[src/rtl/pc_fetch_unit.sv]
// Instruction-fetch stage: PC register, req/ack fetch from instruction memory, valid/ready hand-off.
// Optional branch delay slot selected by defining DELAY_SLOT_EN.
module pc_fetch_unit #(
  parameter logic [31:0] RESET_PC = 32'h0000_0000,
  parameter int unsigned MAX_WAIT = 15
) (
  input  logic        clk,
  input  logic        rst,
  output logic        imem_req,
  output logic [31:0] imem_addr,
  input  logic        imem_ack,
  input  logic [31:0] imem_data,
  output logic [31:0] instr,
  output logic        instr_valid,
  input  logic        instr_ready,
  output logic [31:0] pc,
  input  logic        br_valid,
  input  logic        sig_b,
  input  logic [15:0] raw_val,
  input  logic        jump,
  input  logic [25:0] jump_target,
  output logic        fetch_err
);

  localparam logic [7:0] WAIT_LAST = 8'(MAX_WAIT - 1);

  typedef enum logic [1:0] {IDLE, FETCH, HOLD} state_t;

  state_t      state;
  state_t      next_state;
  logic [7:0]  wait_cnt;
  logic [31:0] pc_plus4;
  logic [31:0] branch_pc;
  logic [31:0] jump_pc;
  logic [31:0] redirect_pc;
  logic [31:0] next_pc;
  logic        branch_taken;
  logic        redirect;
  logic        handshake;
  logic        wait_expired;

  assign pc_plus4     = pc + 32'd4;
  assign branch_pc    = pc_plus4 + {{14{raw_val[15]}}, raw_val, 2'b00};
  assign jump_pc      = {pc_plus4[31:28], jump_target, 2'b00};
  assign branch_taken = br_valid & sig_b;
  assign redirect     = branch_taken | jump;
  // A taken branch wins over a jump flagged in the same handshake.
  assign redirect_pc  = branch_taken ? branch_pc : jump_pc;
  assign handshake    = (state == HOLD) & instr_valid & instr_ready;
  assign wait_expired = (wait_cnt == WAIT_LAST);

`ifdef DELAY_SLOT_EN
  logic        pending_valid;
  logic [31:0] pending_pc;

  // The redirect is parked for one instruction; the delay-slot handshake consumes it.
  always_ff @(posedge clk) begin
    if (rst) begin
      pending_valid <= 1'b0;
      pending_pc    <= 32'h0;
    end else if (handshake) begin
      if (pending_valid) begin
        pending_valid <= 1'b0;
      end else if (redirect) begin
        pending_valid <= 1'b1;
        pending_pc    <= redirect_pc;
      end
    end
  end

  always_comb begin
    next_pc = pending_valid ? pending_pc : pc_plus4;
  end
`else
  always_comb begin
    next_pc = redirect ? redirect_pc : pc_plus4;
  end
`endif

  always_ff @(posedge clk) begin
    if (rst) begin
      state <= IDLE;
    end else begin
      state <= next_state;
    end
  end

  always_comb begin
    next_state = state;
    case (state)
      IDLE:    next_state = FETCH;
      FETCH:   next_state = imem_ack ? HOLD : FETCH;
      HOLD:    next_state = handshake ? FETCH : HOLD;
      default: next_state = IDLE;
    endcase
  end

  always_comb begin
    imem_req  = (state == FETCH);
    imem_addr = pc;
  end

  // Timeout retries the same address; the error flag stays set until reset.
  always_ff @(posedge clk) begin
    if (rst) begin
      pc          <= RESET_PC;
      instr       <= 32'h0;
      instr_valid <= 1'b0;
      fetch_err   <= 1'b0;
      wait_cnt    <= 8'h0;
    end else begin
      case (state)
        FETCH: begin
          if (imem_ack) begin
            instr       <= imem_data;
            instr_valid <= 1'b1;
            wait_cnt    <= 8'h0;
          end else if (wait_expired) begin
            fetch_err <= 1'b1;
            wait_cnt  <= 8'h0;
          end else begin
            wait_cnt <= wait_cnt + 8'd1;
          end
        end
        HOLD: begin
          if (handshake) begin
            pc          <= next_pc;
            instr_valid <= 1'b0;
          end
        end
        default: ;
      endcase
    end
  end

endmodule

[config.mk]
export PLATFORM = sky130hd
export DESIGN_NAME = pc_fetch_unit
export DESIGN_NICKNAME = d
export VERILOG_FILES = /design/src/rtl/pc_fetch_unit.sv
export SDC_FILE = /design/constraint.sdc
export NUM_CORES = 1
export LEC_CHECK = 0
export CORE_AREA = 2 2 142 144
export CTS_BUF_LIST = sky130_fd_sc_hd__clkbuf_8
export DETAILED_ROUTE_END_ITERATION = 16
export DIE_AREA = 0 0 144 146
export DONT_BUFFER_PORTS = 1
export GPL_TIMING_DRIVEN = 1
export REMOVE_ABC_BUFFERS = 1
export SETUP_SLACK_MARGIN = 0.02
export SLEW_MARGIN = 20
export SYNTH_ARGS = -nofsm -noshare
export SYNTH_HDL_FRONTEND = slang
export SYNTH_SLANG_ARGS = --single-unit
[constraint.sdc]
create_clock -name clk -period 5.75 [get_ports clk]
set_input_delay 1.15 -clock clk [delete_from_list [all_inputs] [get_ports clk]]
set_output_delay 1.15 -clock clk [all_outputs]
set_load 0.01 [all_outputs]
==> flow_results.org, run 1 <==
** Clock network
- At the later pin of the worst-skew pair, clock insertion delay measures 0.38 ns.
- CTS sink count :: 74
- Number of cells upsized or downsized after cts :: 0
- Clock slew at reported path FFs :: 0.09 ns
- Number of buffers added for setup after CTS :: 0
- H-tree Lvls :: 3
- The tree is rooted in a sky130_fd_sc_hd__clkbuf_8.
- Counting along the longest clock path gives a buffer depth of 2.
- For this design, the CTS-stage hold fixing added 0 buffers.
- Clock buffers created by TritonCTS :: 9
- TritonCTS built the clock tree.

** Route
- The pre-antenna-repair detailed-routing pass consisted of 5 iterations.
- Via-per-instance ratio :: 5.19
- Initial DRC Count :: 304
- Detailed-route wire length :: 16700 µm
- The detail route stage leaves a number of antenna-violating nets equal to 0.
- After detailed routing, the average wire length per cell comes to 16.8 µm.
- In the routed design, unresolved DRC markers number 0.
- Vias after detailed routing :: 5139

** STA
- For the final database, setup skew stands at 0.0152 ns.
- For the pin with the worst max-slew slack, the measured transition is 0.607 ns.
- Setup repair after global routing left no endpoint under its margin.
- Headroom to the max-slew limit came out at 0.595.
- Final count of pins violating max slew :: 0
- Final critical path time including I/O delays and setup :: 4.52 ns
- Final hold vios :: 0
- For the final routed database, the setup TNS stands at 0 ns.
- For this run, the top clock speed supported by timing is 0.221 GHz.
- Setup violations remaining at the end of the flow were counted as 0.
- Hold WS :: 0.497 ns
- In the finished design, the share of the clock period the worst path needs comes to 0.787.

** Global route
- In the global route stage, met3 resource usage came out at 0.0461.
- For met1 alone, demand over resource in global routing was 0.192.
- Highest-utilization routing layer at the global route stage :: met2
- Total routing usage reported by global routing :: 0.157
- For this run, global-route usage on met2 was measured as 0.265.
- Number of global-route vias before repair :: 4853
- Summed over all layers, the global routing overflow is 0.
- First-pass GRT wire length :: 26100 µm
- Antenna violations before repair :: 0
- Entering global routing, the biggest net connects 76 pins.

** Worst setup path
- Worst r2r dst :: imem_addr[31]
- Worst-path fanout max :: 9
- Worst setup path class :: reg2reg
- At the worst endpoint, the required time is 6.02 ns.
- Sort of element at the start of the critical path :: register
- Data arrival, critical path :: 4.80 ns
- On the critical path, the stage with the largest delay is an instance of sky130_fd_sc_hd__dfxtp_1.
- CP endpoint kind :: register
- The worst register-to-register path has a setup slack of 1.23 ns.
- CP cell instances :: and4_1 -> nand4_1 -> nor3_2 -> nand4_1 -> nor2_1 -> xor2_1 -> ha_1 -> nor2b_1 -> or4_1 -> o21ai_1 -> mux2i_1 -> mux2i_1 -> mux2_1
- In this run the critical register-to-register path is launched from imem_addr[4].
- Number of cells on the worst reg-to-reg path :: 13
- The largest single stage delay on the critical path is 0.58 ns.

** Yosys
- Of the synthesized area, sequential elements account for 0.257.
- After synthesis, the share of flip-flops with an asynchronous set or reset is 0.
- Counting distinct cell types in the post-synthesis netlist gives 58.
- Yosys reg bits :: 74
- Summed instance area of the synthesized netlist :: 5770 µm²
- After technology mapping, the gate count stands at 773.
- Counting flops with a built-in enable in the synthesized netlist gives 0.
- Sorting the synthesized cells by area gives the leading types as sky130_fd_sc_hd__dfxtp_1 26%, sky130_fd_sc_hd__ha_1 9.3%, sky130_fd_sc_hd__a21oi_1 7.6%.
- Among all flip-flop cells after synthesis, the most frequent one is sky130_fd_sc_hd__dfxtp_1.
- Syn. warnings :: 0
- After synthesis, the most frequently instantiated cells are 117 x sky130_fd_sc_hd__nand2_1, 88 x sky130_fd_sc_hd__a21oi_1, 74 x sky130_fd_sc_hd__dfxtp_1.
- sky130_fd_sc_hd__nand2_1 is the most common cell in the netlist.
- Area share of the largest cell type after synthesis :: 0.257
- The biggest area contributor in the post-synthesis netlist is sky130_fd_sc_hd__dfxtp_1.
- A synthesized cell averages 7.46 µm².

** Power
- The share of total power dissipated in combinational logic is 0.133.
- Proportion of power drawn by flip-flops and latches :: 0.474
- Of the total power, the share spent switching nets is 0.319.
- Tot Pwr :: 0.00118 W
- Power spread over the standard cell area amounts to 198 nW/µm².
- Net switching power :: 0.000376 W
- Power share of the clock group :: 0.393
- Worst IR drop on VDD :: 0.0833 mV
- Static leakage :: 2.35 nW
- The internal portion of the total power is 0.000803 W.

** Placement
- The placed instances occupy a cell area of 5750 µm².
- During placement, the flow inserted port buffers numbering 0.
- DPL Wire Length :: 12100 µm
- Routability-driven placement finished with a final weighted congestion of 0.897.

** Min path
- Hold Path Stages :: 2
- The path with the worst hold slack has its endpoint at instr[31].
- Hold path startpoint :: instr[31]
- Tightest Hold Check Type :: reg2reg

** Run
- Reported max-cap violation count :: 0

** Cells and area
- In the final layout, the share of cells above drive strength 1 is 0.0399.
- Number of nets at the end of the flow :: 846
- 0 antenna diodes ended up in the layout.
- Summing all non-filler instances in the final layout gives an area of 5960 µm².
- Area growth from synthesis to final layout :: 3.34%

** Floorplan
- Top-Level Pins :: 180
- For this configuration, the core starts out at a cell density of 0.298.
- Standard-cell row count :: 51
- The floorplan step defined a core boundary enclosing 19300 µm².
- Die Area :: 21000 µm²
- Die width :: 144 µm
- From bottom edge to top edge, the die measures 146 µm.

** Run status
- The run finished with clean final reports.
==> cell usage in the layout, fill, tap and decap left out, types with 5 or more instances in the layout <==
cell type	Yosys	layout
sky130_fd_sc_hd__nand2_1	117	116
sky130_fd_sc_hd__a21oi_1	88	88
sky130_fd_sc_hd__dfxtp_1	74	74
sky130_fd_sc_hd__nor2_1	65	65
sky130_fd_sc_hd__ha_1	43	43
sky130_fd_sc_hd__xnor2_1	30	30
sky130_fd_sc_hd__o21ai_0	30	30
sky130_fd_sc_hd__mux2i_1	24	24
sky130_fd_sc_hd__inv_1	22	22
sky130_fd_sc_hd__nand3_1	21	21
sky130_fd_sc_hd__nor3_1	18	18
sky130_fd_sc_hd__xor2_1	17	17
sky130_fd_sc_hd__a211oi_1	17	17
sky130_fd_sc_hd__nand4_1	15	15
sky130_fd_sc_hd__and3_1	12	12
sky130_fd_sc_hd__a21o_1	12	12
sky130_fd_sc_hd__nand2b_1	11	11
sky130_fd_sc_hd__o211ai_1	10	10
sky130_fd_sc_hd__clkbuf_8	0	9
sky130_fd_sc_hd__nor2b_1	7	7
sky130_fd_sc_hd__o21bai_1	7	7
sky130_fd_sc_hd__a31oi_1	6	6
sky130_fd_sc_hd__and2_1	6	5
==> through the flow <==
step | instances | utilization | setup WS (ns)
5_1_grt | 991 | 0.308 | 0.769
6_report | 991 | 0.308 | 1.23
2_1_floorplan | 706 | - | 1.81
4_1_cts | 991 | 0.308 | 1.17
3_3_place_gp | 975 | 0.297 | 1.34
3_5_place_dp | 975 | 0.297 | 1.19
==> state kept, by name, summed over array words and instances, names as in the netlist <==
| signal | flops |
|---|---|
| state | 2 |
| instr_valid | 1 |
| wait_cnt | 8 |
| instr | 32 |
| fetch_err | 1 |
| imem_addr | 30 |
==> cell type report <==
| type | count | area [µm²] |
|---|---|---|
| Tap cell | 265 | 332 |
| Clock buffer | 9 | 124 |
| Timing Repair Buffer | 4 | 30.0 |
| Inverter | 22 | 82.6 |
| Clock inverter | 7 | 85.1 |
| Fill cell | 2107 | 13400 |
| Sequential cell | 74 | 1480 |
| Multi-Input combinational cell | 610 | 3820 |
==> worst max-delay path: cells and delay by family (launching register included) <==
| family | cells | cell delay [ns] |
|---|---|---|
| compound gates | 1 | 0.17 |
| xor+xnor | 1 | 0.21 |
| fa+ha+maj | 1 | 0.31 |
| flops | 1 | 0.58 |
| mux | 3 | 0.79 |
| simple gates | 7 | 2.33 |
==> per-layer routing <==
metal	part of all wire	routed length [µm]
met5	0	0
met4	0.017	280
met3	0.073	1210
met2	0.48	7940
met1	0.43	7240
==> power groups by stage <==
stage	Clock (W)	Sequential (W)	Combinational [W]
global placement	0	0.000571	0.000155
CTS	0.000481	0.000560	0.000157
detailed placement	0	0.000572	0.000156
global route	0.000500	0.000562	0.000178
floorplan	0	0.000565	0.000125
finish	0.000463	0.000559	0.000157
==> cells by family after synthesis <==
family	after synthesis	synth area share
flops	74	0.257
simple gates	288	0.229
fa+ha+maj	44	0.0968
compound gates	201	0.217
mux	26	0.0456
other cells	1	0.000650
xor+xnor	47	0.0714
buf+inv	92	0.0825
==> worst max path at each step <==
| stage | startpoint | to | slack (ns) | cells after the start |
|---|---|---|---|---|
| 3_5_place_dp | imem_addr[4] | imem_addr[31] | 1.19 | 13 |
| 2_1_floorplan | imem_addr[4] | imem_addr[31] | 1.81 | 16 |
| 3_3_place_gp | imem_addr[4] | imem_addr[31] | 1.34 | 16 |
| 6_report | imem_addr[4] | imem_addr[31] | 1.23 | 13 |
| 5_1_grt | imem_addr[4] | imem_addr[28] | 0.77 | 16 |
| 4_1_cts | imem_addr[4] | imem_addr[31] | 1.17 | 13 |
(Power assumes the default switching activity.)
==> run 2, diff against run 1 <==
Clock period 5.75 ns to 4.6 ns, I/O delays scaled along.
==> flow_results.org, run 2 (same netlist as run 1, synthesis figures left out) <==
** Run status
- Run status :: completed (unchanged)

** Cells and area
- The register ranked first by flip-flop count was instr (unchanged).
- The final antenna diode count is 0 (unchanged).
- The final layout net count was 861 (was 846).
- Commonest cells after routing, fill and taps aside :: 117 x sky130_fd_sc_hd__nand2_1, 88 x sky130_fd_sc_hd__a21oi_1, 74 x sky130_fd_sc_hd__dfxtp_1 (was 116 x sky130_fd_sc_hd__nand2_1, 88 x sky130_fd_sc_hd__a21oi_1, 74 x sky130_fd_sc_hd__dfxtp_1)
- The post-layout instance count excluding filler cells was 1005 (was 991).
- The total of fill cells in the finished design is 2119 (was 2107).
- The flip-flop count of the largest register after layout was 32 (unchanged).
- The area of combinational cells with multiple inputs came to 3820 µm² (about the same).
- The area taken by flip-flops and latches was 1480 µm² (unchanged).
- Area growth from synthesis to final layout :: 5.08% (was 3.34%)
- The layout cell share with drive strength beyond 1 is 0.0541 (was 0.0399).
- The commonest non-fill, non-tap cell in the layout is sky130_fd_sc_hd__nand2_1 (unchanged).

** STA
- Worst clock skew on the final layout :: 0.00927 ns (was 0.0152 ns)
- Worst rel slew slack :: 0.293 (was 0.595)
- Final critical path time including I/O delays and setup :: 4.23 ns (was 4.52 ns)
- The period utilization was 0.919 (was 0.787).
- Final total negative setup slack :: 0 ns (unchanged)
- Setup repair after global routing missed its margin :: false (unchanged)
- The upper clock frequency limit was 0.236 GHz (was 0.221 GHz).
- The final number of setup-violating endpoints came to 0 (unchanged).
- The final setup slack of the worst path is 0.370 ns (was 1.23 ns).
- The count of endpoints failing hold in the final timing report came to 0 (unchanged).
- The final number of max-transition violations is 0 (unchanged).
- Actual transition at the worst max-transition pin :: 1.06 ns (was 0.607 ns)

** Worst setup path
- Sort of element at the start of the critical path :: register (unchanged)
- The cell with the largest stage delay on the worst path is sky130_fd_sc_hd__nor4_2 (was sky130_fd_sc_hd__dfxtp_1).
- The number of buffer and inverter stages on the critical path was 0 (unchanged).
- The worst reg-to-reg path cell count is 16 (was 13).
- Data arrival, critical path :: 4.49 ns (was 4.80 ns)
- Setup crit start :: imem_addr[7] (was imem_addr[4])
- The category of the critical setup timing path was reg2reg (unchanged).
- Reg-to-reg slack, setup :: 0.37 ns (was 1.23 ns)
- Required time reported for the critical path endpoint :: 4.86 ns (was 6.02 ns)
- The critical path endpoint category is a register (unchanged).
- The largest incremental delay on the critical path came to 0.56 ns (was 0.58 ns).
- Number of gates on the worst path with buffers counted :: 16 (was 13)
- Worst-path fanout max :: 8 (was 9)
- The capture point of the worst path is imem_addr[31] (unchanged).
- RR Startpoint :: imem_addr[7] (was imem_addr[4])
- In this design, the critical path's most frequently occurring cell is sky130_fd_sc_hd__nand2_1.
- The cell family with the largest share of critical-path delay is simple AND/OR/NAND/NOR gates (unchanged).
- The endpoint of the worst register-to-register path was imem_addr[31] (unchanged).
- CP cell instances: and4_1 -> nand4_1 -> nor4_2 -> nand2_1 -> nor3_1 -> xor2_1 -> ha_1 -> nand2_1 -> nand2_1 -> a21o_1 -> o21ai_0 -> o41ai_2 -> o21ai_1 -> mux2i_1 -> mux2i_1 -> mux2_1 (was and4_1 -> nand4_1 -> nor3_2 -> nand4_1 -> nor2_1 -> xor2_1 -> ha_1 -> nor2b_1 -> or4_1 -> o21ai_1 -> mux2i_1 -> mux2i_1 -> mux2_1).

** Floorplan
- The count of standard-cell rows came to 51 (unchanged).
- The area of the die is 21000 µm² (unchanged).
- The floorplan die width came to 144 µm (unchanged).
- Initial Util :: 0.298 (unchanged)
- The number of top-level pins is 180 (unchanged).
- Height of the die :: 146 µm (unchanged)
- Core region area :: 19300 µm² (unchanged)

** Route
- Vias after detailed routing :: 5200 (was 5139)
- The number of vias per cell was 5.17 (was 5.19).
- The final routed wirelength across all metal layers is 16600 µm (was 16700 µm).
- Detailed-router iteration count before antenna repair :: 4 (was 5)
- The average routed wire per standard cell came to 16.5 µm (was 16.8 µm).
- Post-detailed-route count of antenna-violating nets :: 0 (unchanged)
- The number of DRC markers in iteration 0 was 298 (was 304).
- The DRC violations left came to 0 (unchanged).

** Placement
- Worst-case setup slack after placement :: 0.332 ns (was 1.19 ns)
- The final estimated routing congestion in global placement came to 0.897 (about the same).
- The number of cells after detailed placement is 989 (was 975).
- The count of buffers from port buffering was 0 (unchanged).
- DPL Wire Length :: 12400 µm (was 12100 µm)

** Power
- The worst vdd rail ir drop came to 0.0960 mV (was 0.0833 mV).
- Static leakage :: 2.43 nW (was 2.35 nW)
- The total power per unit cell area was 235 nW/µm² (was 198 nW/µm²).

** Global route
- The pin count of the biggest net entering global routing is 76 (unchanged).
- Number of global-route vias before repair :: 5013 (was 4853)
- The met3 layer usage reported by global route came to 0.0365 (was 0.0461).
- Antenna violations before repair :: 0 (unchanged)
- The met1 usage in global routing is 0.206 (was 0.192).
- Met2 Track Usage GR :: 0.258 (was 0.265)
- The remaining global-route overflow was 0 (unchanged).
- Highest-utilization routing layer at the global route stage :: met2 (unchanged)
- The wire length of the first global-routing pass was 26500 µm (was 26100 µm).
- Total routing usage reported by global routing :: 0.157 (about the same)

** Run
- Reported max-cap violation count :: 0 (unchanged)

** Clock network
- The number of clock sinks is 74 (unchanged).
- Clock slew at reported path FFs :: 0.08 ns (was 0.09 ns)
- Number of cells upsized or downsized after cts :: 0 (unchanged)
- Max Root-Sink Buffers :: 2 (unchanged)
- The cell at the root of the clock tree is sky130_fd_sc_hd__clkbuf_8 (unchanged).
- Clock buffers created by TritonCTS :: 9 (unchanged)
- Worst skew pair latency :: 0.37 ns (was 0.38 ns)
- Clock tree from TritonCTS :: built (unchanged)
- H-tree Lvls :: 3 (unchanged)

** Min path
- The type of the most critical hold path is reg2reg (unchanged).
[run 2: cell types whose count changed in the layout (fill, tap and decap cells not counted), sizes merged]
cell      change
buf          +15
clkbuf        +1
clkinv        +1
clkinvlp      -1
inv           -2
[run 2: where the power goes]
group	total (W)	internal, W	switching [W]
Sequential	0.000695	0.000664	0.0000310
Combinational	0.000205	0.0000805	0.000124
Clock	0.000525	0.000262	0.000264
Total	0.00143	0.00101	0.000419
[run 2: layout make-up]
class | instances | share of cell area
multi-input cells | 610 | 0.631
clock inverters | 5 | 0.00909
repair buffers | 19 | 0.0248
clock buffers | 10 | 0.0227
flip-flops and latches | 74 | 0.245
well taps | 265 | 0.0547
inverters | 22 | 0.0136
[run 2: worst register-to-register path, delay by kind of cell (launching register included)]
family | cells | cell delay (ns)
AND/OR/NAND/NOR | 7 | 1.73
multiplexers | 3 | 0.80
AO/OA/AOI/OAI | 4 | 0.69
flip-flops | 1 | 0.34
adder cells (fa/ha/maj) | 1 | 0.34
XOR/XNOR | 1 | 0.21
[run 2: worst min path at each step]
| stage | end | from | slack (ns) | cells past startpoint |
|---|---|---|---|---|
| after detailed placement | wait_cnt[7] | wait_cnt[7] | 0.48 | 1 |
| after floorplan | wait_cnt[7] | wait_cnt[7] | 0.45 | 1 |
| after global placement | wait_cnt[7] | wait_cnt[7] | 0.48 | 1 |
| final | wait_cnt[7] | wait_cnt[7] | 0.49 | 1 |
| after CTS | wait_cnt[7] | wait_cnt[7] | 0.49 | 1 |
| after global routing | wait_cnt[7] | wait_cnt[7] | 0.51 | 1 |
[run 2: layer usage]
layer | up-vias | wire [µm]
li1 | 2625 | -
met1 | 2392 | 7650
met2 | 166 | 7690
met3 | 17 | 1070
met4 | 0 | 214
met5 | - | 0
[run 2: repair_timing]
item | in CTS | in global routing
hold buffers | 0 | 0
setup buffers | 0 | 1
setup endpoints to repair | 0 | 2
[run 2: stage by stage]
step | power, W | hold WS, ns | util | area (µm²)
6_report | 0.00143 | 0.495 | 0.313 | 6060
5_1_grt | 0.00151 | 0.512 | 0.313 | 6060
4_1_cts | 0.00145 | 0.494 | 0.313 | 6050
3_5_place_dp | 0.000915 | 0.477 | 0.303 | 5860
3_3_place_gp | 0.000910 | 0.478 | 0.302 | 5840
2_1_floorplan | 0.000863 | 0.450 | - | 5380
==> run 3, diff against run 2 <==
Settings changed: CAP_MARGIN set to 0.
==> results of run 3 <==
Same layout as run 2: the final DEF is identical, and so are final timing and power.
==> RTL edit 1, RTL diff (settings of run 2) <==
Build with the macro `DELAY_SLOT_EN` defined.
--- a/src/rtl/pc_fetch_unit.sv
+++ b/src/rtl/pc_fetch_unit.sv
@@ -1,5 +1,7 @@
 // Instruction-fetch stage: PC register, req/ack fetch from instruction memory, valid/ready hand-off.
 // Optional branch delay slot selected by defining DELAY_SLOT_EN.
+`define DELAY_SLOT_EN
+
 module pc_fetch_unit #(
   parameter logic [31:0] RESET_PC = 32'h0000_0000,
   parameter int unsigned MAX_WAIT = 15
Function: changed (Yosys sat finds a counterexample within 4 cycles, from zero or initial values and one cycle with rst high).
==> RTL edit 1 against run 2 <==
- worst setup slack improved by 87 ps
- global-route usage rose by 4.8 points
- clock skew rose by 5.7 ps
- synthesized cell count rose by 24%
- non-clock buffer count rose by 1
- wire length rose by 30%
- cell area rose by 23%
- worst hold slack got worse by 34 ps
- synthesized area rose by 26%
- sequential cell count rose by 35
- sequential power rose by 47%
- power rose by 33%
- via count rose by 25%
- critical path type unchanged
==> RTL edit 1: results (changes against run 2) <==
- Placer Congestion: 0.929 (+3.6%)
- Outcome: complete, no violations
- Synth cell count leaders: nand2_1 (156), a21oi_1 (117), dfxtp_1 (109)
- NonClk Buf Share: 2.02% (-0.46 points)
- Vias: 6521 (+25%)
- Layout cells sized above 1: 5.95% (+0.54 points)
- GRT Total Usage: 20.5% (+4.8 points)
- Worst hold margin: 461 ps (-33.5 ps)
- Pin count of the biggest net entering global routing: 101 (+33%)
- Leakage power: 2.84 nW (+17%)
- FF-to-FF path depth: 14 (-2)
- Synth area leaders: dfxtp_1 (30%), a21oi_1 (8.1%), nand2_1 (8.1%)
- Multi-input gate area: 4510 sq um (+18%)
- Setup WS pre-CTS: 516 ps (+184 ps)
- Non-CTS buffers: 20 (+1)
- Fin worst setup slack: 457 ps (+86.9 ps)
- Worst Hold Depth: 2 (+1)
- Number of non-clock inverters in the layout: 16 (-27%)
- Final wirelength: 21.6 mm (+30%)
- Crit-path max FO: 12 (+4)
- Fill count: 2029 (-4.2%)
- Clk slew on worst S/H paths: 120 ps (+40 ps)
- Least-Margin Pin Slew: 1010 ps (-46.9 ps)
- Setup crit end: pending_pc[31]$_SDFFE_PP0P_
- Worst Hold End: pending_pc[0]$_SDFFE_PP0P_
- Slowest cell on crit path: dfxtp_1
- Worst Hold Launch: pending_pc[0]$_SDFFE_PP0P_
- Diodes inserted: 1 (+1)
- Later-pin clock latency in the skew report: 390 ps (+20 ps)
- Yosys cell types: 64 (+10%)
- Setup Skew: 15.0 ps (+5.72 ps)
- Crit path DAT: 4460 ps (-30 ps)
- Syn-to-layout area delta: 2.21%
- #MultiIn Comb: 748 (+23%)
- Maximum vdd ir drop: 0.105 mV (+9.8%)
- Non-filler cells, final: 1174 (+17%)
- Post-synthesis cell count: 961 (+24%)
[RTL edit 1: power groups by stage]
stage	Combinational, W	Sequential [W]	Clock [W]
6_report	0.000288	0.00102	0.000585
5_1_grt	0.000327	0.00103	0.000644
4_1_cts	0.000287	0.00102	0.000608
3_5_place_dp	0.000285	0.00104	0
3_3_place_gp	0.000284	0.00104	0
2_1_floorplan	0.000209	0.00104	0
[RTL edit 1: cell families after synthesis]
| kind of cell | share of synthesized area [%] |
|---|---|
| DFF | 30.0 |
| xor gates and xnor gates | 4.93 |
| adders and majority gates | 7.68 |
| and+or+nand+nor | 25.9 |
| AOI/OAI and AO/OA | 21.5 |
| buffers and inverters | 8.12 |
| muxes | 1.81 |
[RTL edit 1: per-layer routing]
metal  part of all wire (%)  track usage, %  vias to the layer above
li1                       -               -                     3254
met1                     46            27.9                     3086
met2                     47            32.9                      164
met3                    5.7            3.98                       17
met4                    1.4            5.69                        0
met5                      0               0                        -
==> RTL edit 2, RTL diff (config.mk and constraints of run 2) <==
Without the edit above. Put one more register stage on the output `fetch_err`, with the module's reset. The value now appears one clock later. The other outputs are not delayed to match.
--- a/src/rtl/pc_fetch_unit.sv
+++ b/src/rtl/pc_fetch_unit.sv
@@ -25,6 +25,8 @@
   localparam logic [7:0] WAIT_LAST = 8'(MAX_WAIT - 1);
 
   typedef enum logic [1:0] {IDLE, FETCH, HOLD} state_t;
+
+  logic fetch_err_s0;
 
   state_t      state;
   state_t      next_state;
@@ -106,7 +108,7 @@
       pc          <= RESET_PC;
       instr       <= 32'h0;
       instr_valid <= 1'b0;
-      fetch_err   <= 1'b0;
+      fetch_err_s0 <= 1'b0;
       wait_cnt    <= 8'h0;
     end else begin
       case (state)
@@ -116,7 +118,7 @@
             instr_valid <= 1'b1;
             wait_cnt    <= 8'h0;
           end else if (wait_expired) begin
-            fetch_err <= 1'b1;
+            fetch_err_s0 <= 1'b1;
             wait_cnt  <= 8'h0;
           end else begin
             wait_cnt <= wait_cnt + 8'd1;
@@ -133,5 +135,13 @@
     end
   end
 
+  always_ff @(posedge clk) begin
+    if (rst) begin
+      fetch_err <= '0;
+    end else begin
+      fetch_err <= fetch_err_s0;
+    end
+  end
+
 endmodule
 
Function: same outputs for any inputs over 4 cycles, from zero or initial values and one cycle with rst high; that may be too few to reach the edited logic, so the function may still have changed.
==> RTL edit 2 against run 2 <==
- cell area increased by 3.1%
- sequential power rose by 1%
- wire length increased by 6.7%
- cell count up 2.1%
- worst setup slack better by 94 ps
- sequential cell count up 1
- clock skew increased by 11 ps
- critical path depth decreased by 2
- count of clock-buffer cells in the layout decreased by 1
- via count is 4.7% higher
- power is 0.15% higher
- synthesized area is 3.5% higher
==> RTL edit 2: results (changes against run 2) <==
- Synth area leaders: dfxtp_1 (25%), ha_1 (9.0%), nand2_1 (7.2%)
- Met1 WL: 7.55 mm (-1.2%)
- Met3 Usage GRT: 5.92% (+2.3 points)
- Post-synthesis cell count: 794 (+2.7%)
- Final wirelength: 17.7 mm (+6.7%)
- Reg-to-Reg Start: imem_addr[20]$_SDFFE_PP0P_
- Placer Congestion: 0.883 (-1.6%)
- Layout cells sized above 1: 7.50% (+2.1 points)
- Later-pin clock latency in the skew report: 370 ps (about the same)
- Max reg flops: 32 (unchanged)
- Non-filler cells, final: 1026 (+2.1%)
- NumNets Final: 880 (+2.2%)
- Vias in the first global route: 4994 (-0.38%)
- Synth cell count leaders: nand2_1 (115), a21oi_1 (84), dfxtp_1 (75)
- Worst Hold Launch: fetch_err_s0$_SDFFE_PP0P_
- Outcome: complete, no violations
- Drt pass-1 iters: 5 (+1)
- Fill count: 2104 (-0.71%)
- Worst hold margin: 474 ps (-20.5 ps)
- Pin count of the biggest net entering global routing: 78 (+2.6%)
- GR met1 Demand/Resource: 21.3% (+0.66 points)
- Post-CTS setup buffer count: 0 (unchanged)
- Slowest cell on crit path: dfxtp_1
- Detail Route met3 WL: 1.96 mm (+83%)
- Largest reg by FF count: instr
- Maximum vdd ir drop: 0.132 mV (+37%)
- Post-synthesis sequential area ratio: 25.2% (-0.54 points)
- DR vias/cell: 5.31 (+2.6%)
- Met2 Usage GRT: 26.1% (+0.31 points)
- Initial antenna violation count: 1 (+1)
- Clk slew on worst S/H paths: 100 ps (+20 ps)
- Met2 Routed Length: 7.96 mm (+3.5%)
- GRT Total Usage: 16.5% (+0.76 points)
- Yosys cell types: 67 (+16%)
- Fin worst setup slack: 464 ps (+94.2 ps)
- Crit-path max FO: 8 (unchanged)
- Crit path DAT: 4390 ps (-100 ps)
- Async S/R FF share, synth: 0% (unchanged)
- Setup WS pre-CTS: 532 ps (+200 ps)
- Detailed Place HPWL: 13.0 mm (+4.8%)
- Setup Skew: 20.6 ps (+11.4 ps)
- First-pass GRT wire length: 27.4 mm (+3.2%)
- Least-Margin Pin Slew: 1060 ps (+1.36 ps)
- Crit-path max cell delay: 640 ps (+80 ps)
- Starting DRC count in detailed routing: 361 (+21%)
- Yosys warning count: 0 (unchanged)
- Hold WC Path Type: register to register
- Leakage power: 2.56 nW (+5.1%)
- Num CTS Buffers: 9 (unchanged)
- Critical path launch point type: register
RTL edit 2: power breakdown:
part / switching (W) / internal, W
Sequential: 0.0000294 / 0.000673
Combinational: 0.000130 / 0.0000778
Clock: 0.000306 / 0.000211
Total: 0.000466 / 0.000962
RTL edit 2: cells by family (layout without fill, tap and decap cells):
family                   after synthesis  in the layout  share of synthesized area (%)
AND/OR/NAND/NOR                      303            303                           24.0
AO/OA/AOI/OAI                        207            207                           22.2
buffers and inverters                 93             56                           8.13
flip-flops                            75             75                           25.2
XOR/XNOR                              45             45                           6.73
adder cells (fa/ha/maj)               44             44                           9.35
multiplexers                          26             26                           4.40
other                                  1              5                         0.0628
RTL edit 2: worst paths after layout:
kind	cells past startpoint	endpoint
max reg2reg	14	imem_addr[31]$_SDFFE_PP0P_
max	14	imem_addr[31]$_SDFFE_PP0P_
min	1	fetch_err$_SDFF_PP0_
min reg2reg	1	fetch_err$_SDFF_PP0_
RTL edit 2: final cells by class:
type                            instances  area [sq um]  share of cell area [%]
Clock inverter                          7          65.1                    1.04
Multi-Input combinational cell        629          4000                    64.0
Inverter                               20          75.1                    1.20
Sequential cell                        75          1500                    24.0
Clock buffer                            9           124                    1.98
Timing Repair Buffer                   20           150                    2.40
Tap cell                              265           332                    5.31
Antenna cell                            1          2.50                  0.0401
RTL edit 2: stage by stage:
| stage | utilization (%) | instance area [sq um] |
|---|---|---|
| detailed placement | 31.3 | 6050 |
| global placement | 31.3 | 6050 |
| CTS | 32.3 | 6240 |
| global route | 32.3 | 6240 |
| floorplan | - | 5570 |
| finish | 32.3 | 6240 |
RTL edit 2: worst max-delay path, delay by kind of cell (launching register included):
family	cells	cell delay (ps)
simple gates	6	1550
compound gates	3	550
fa+ha+maj	1	300
xor+xnor	1	180
mux	3	810
flops	1	640
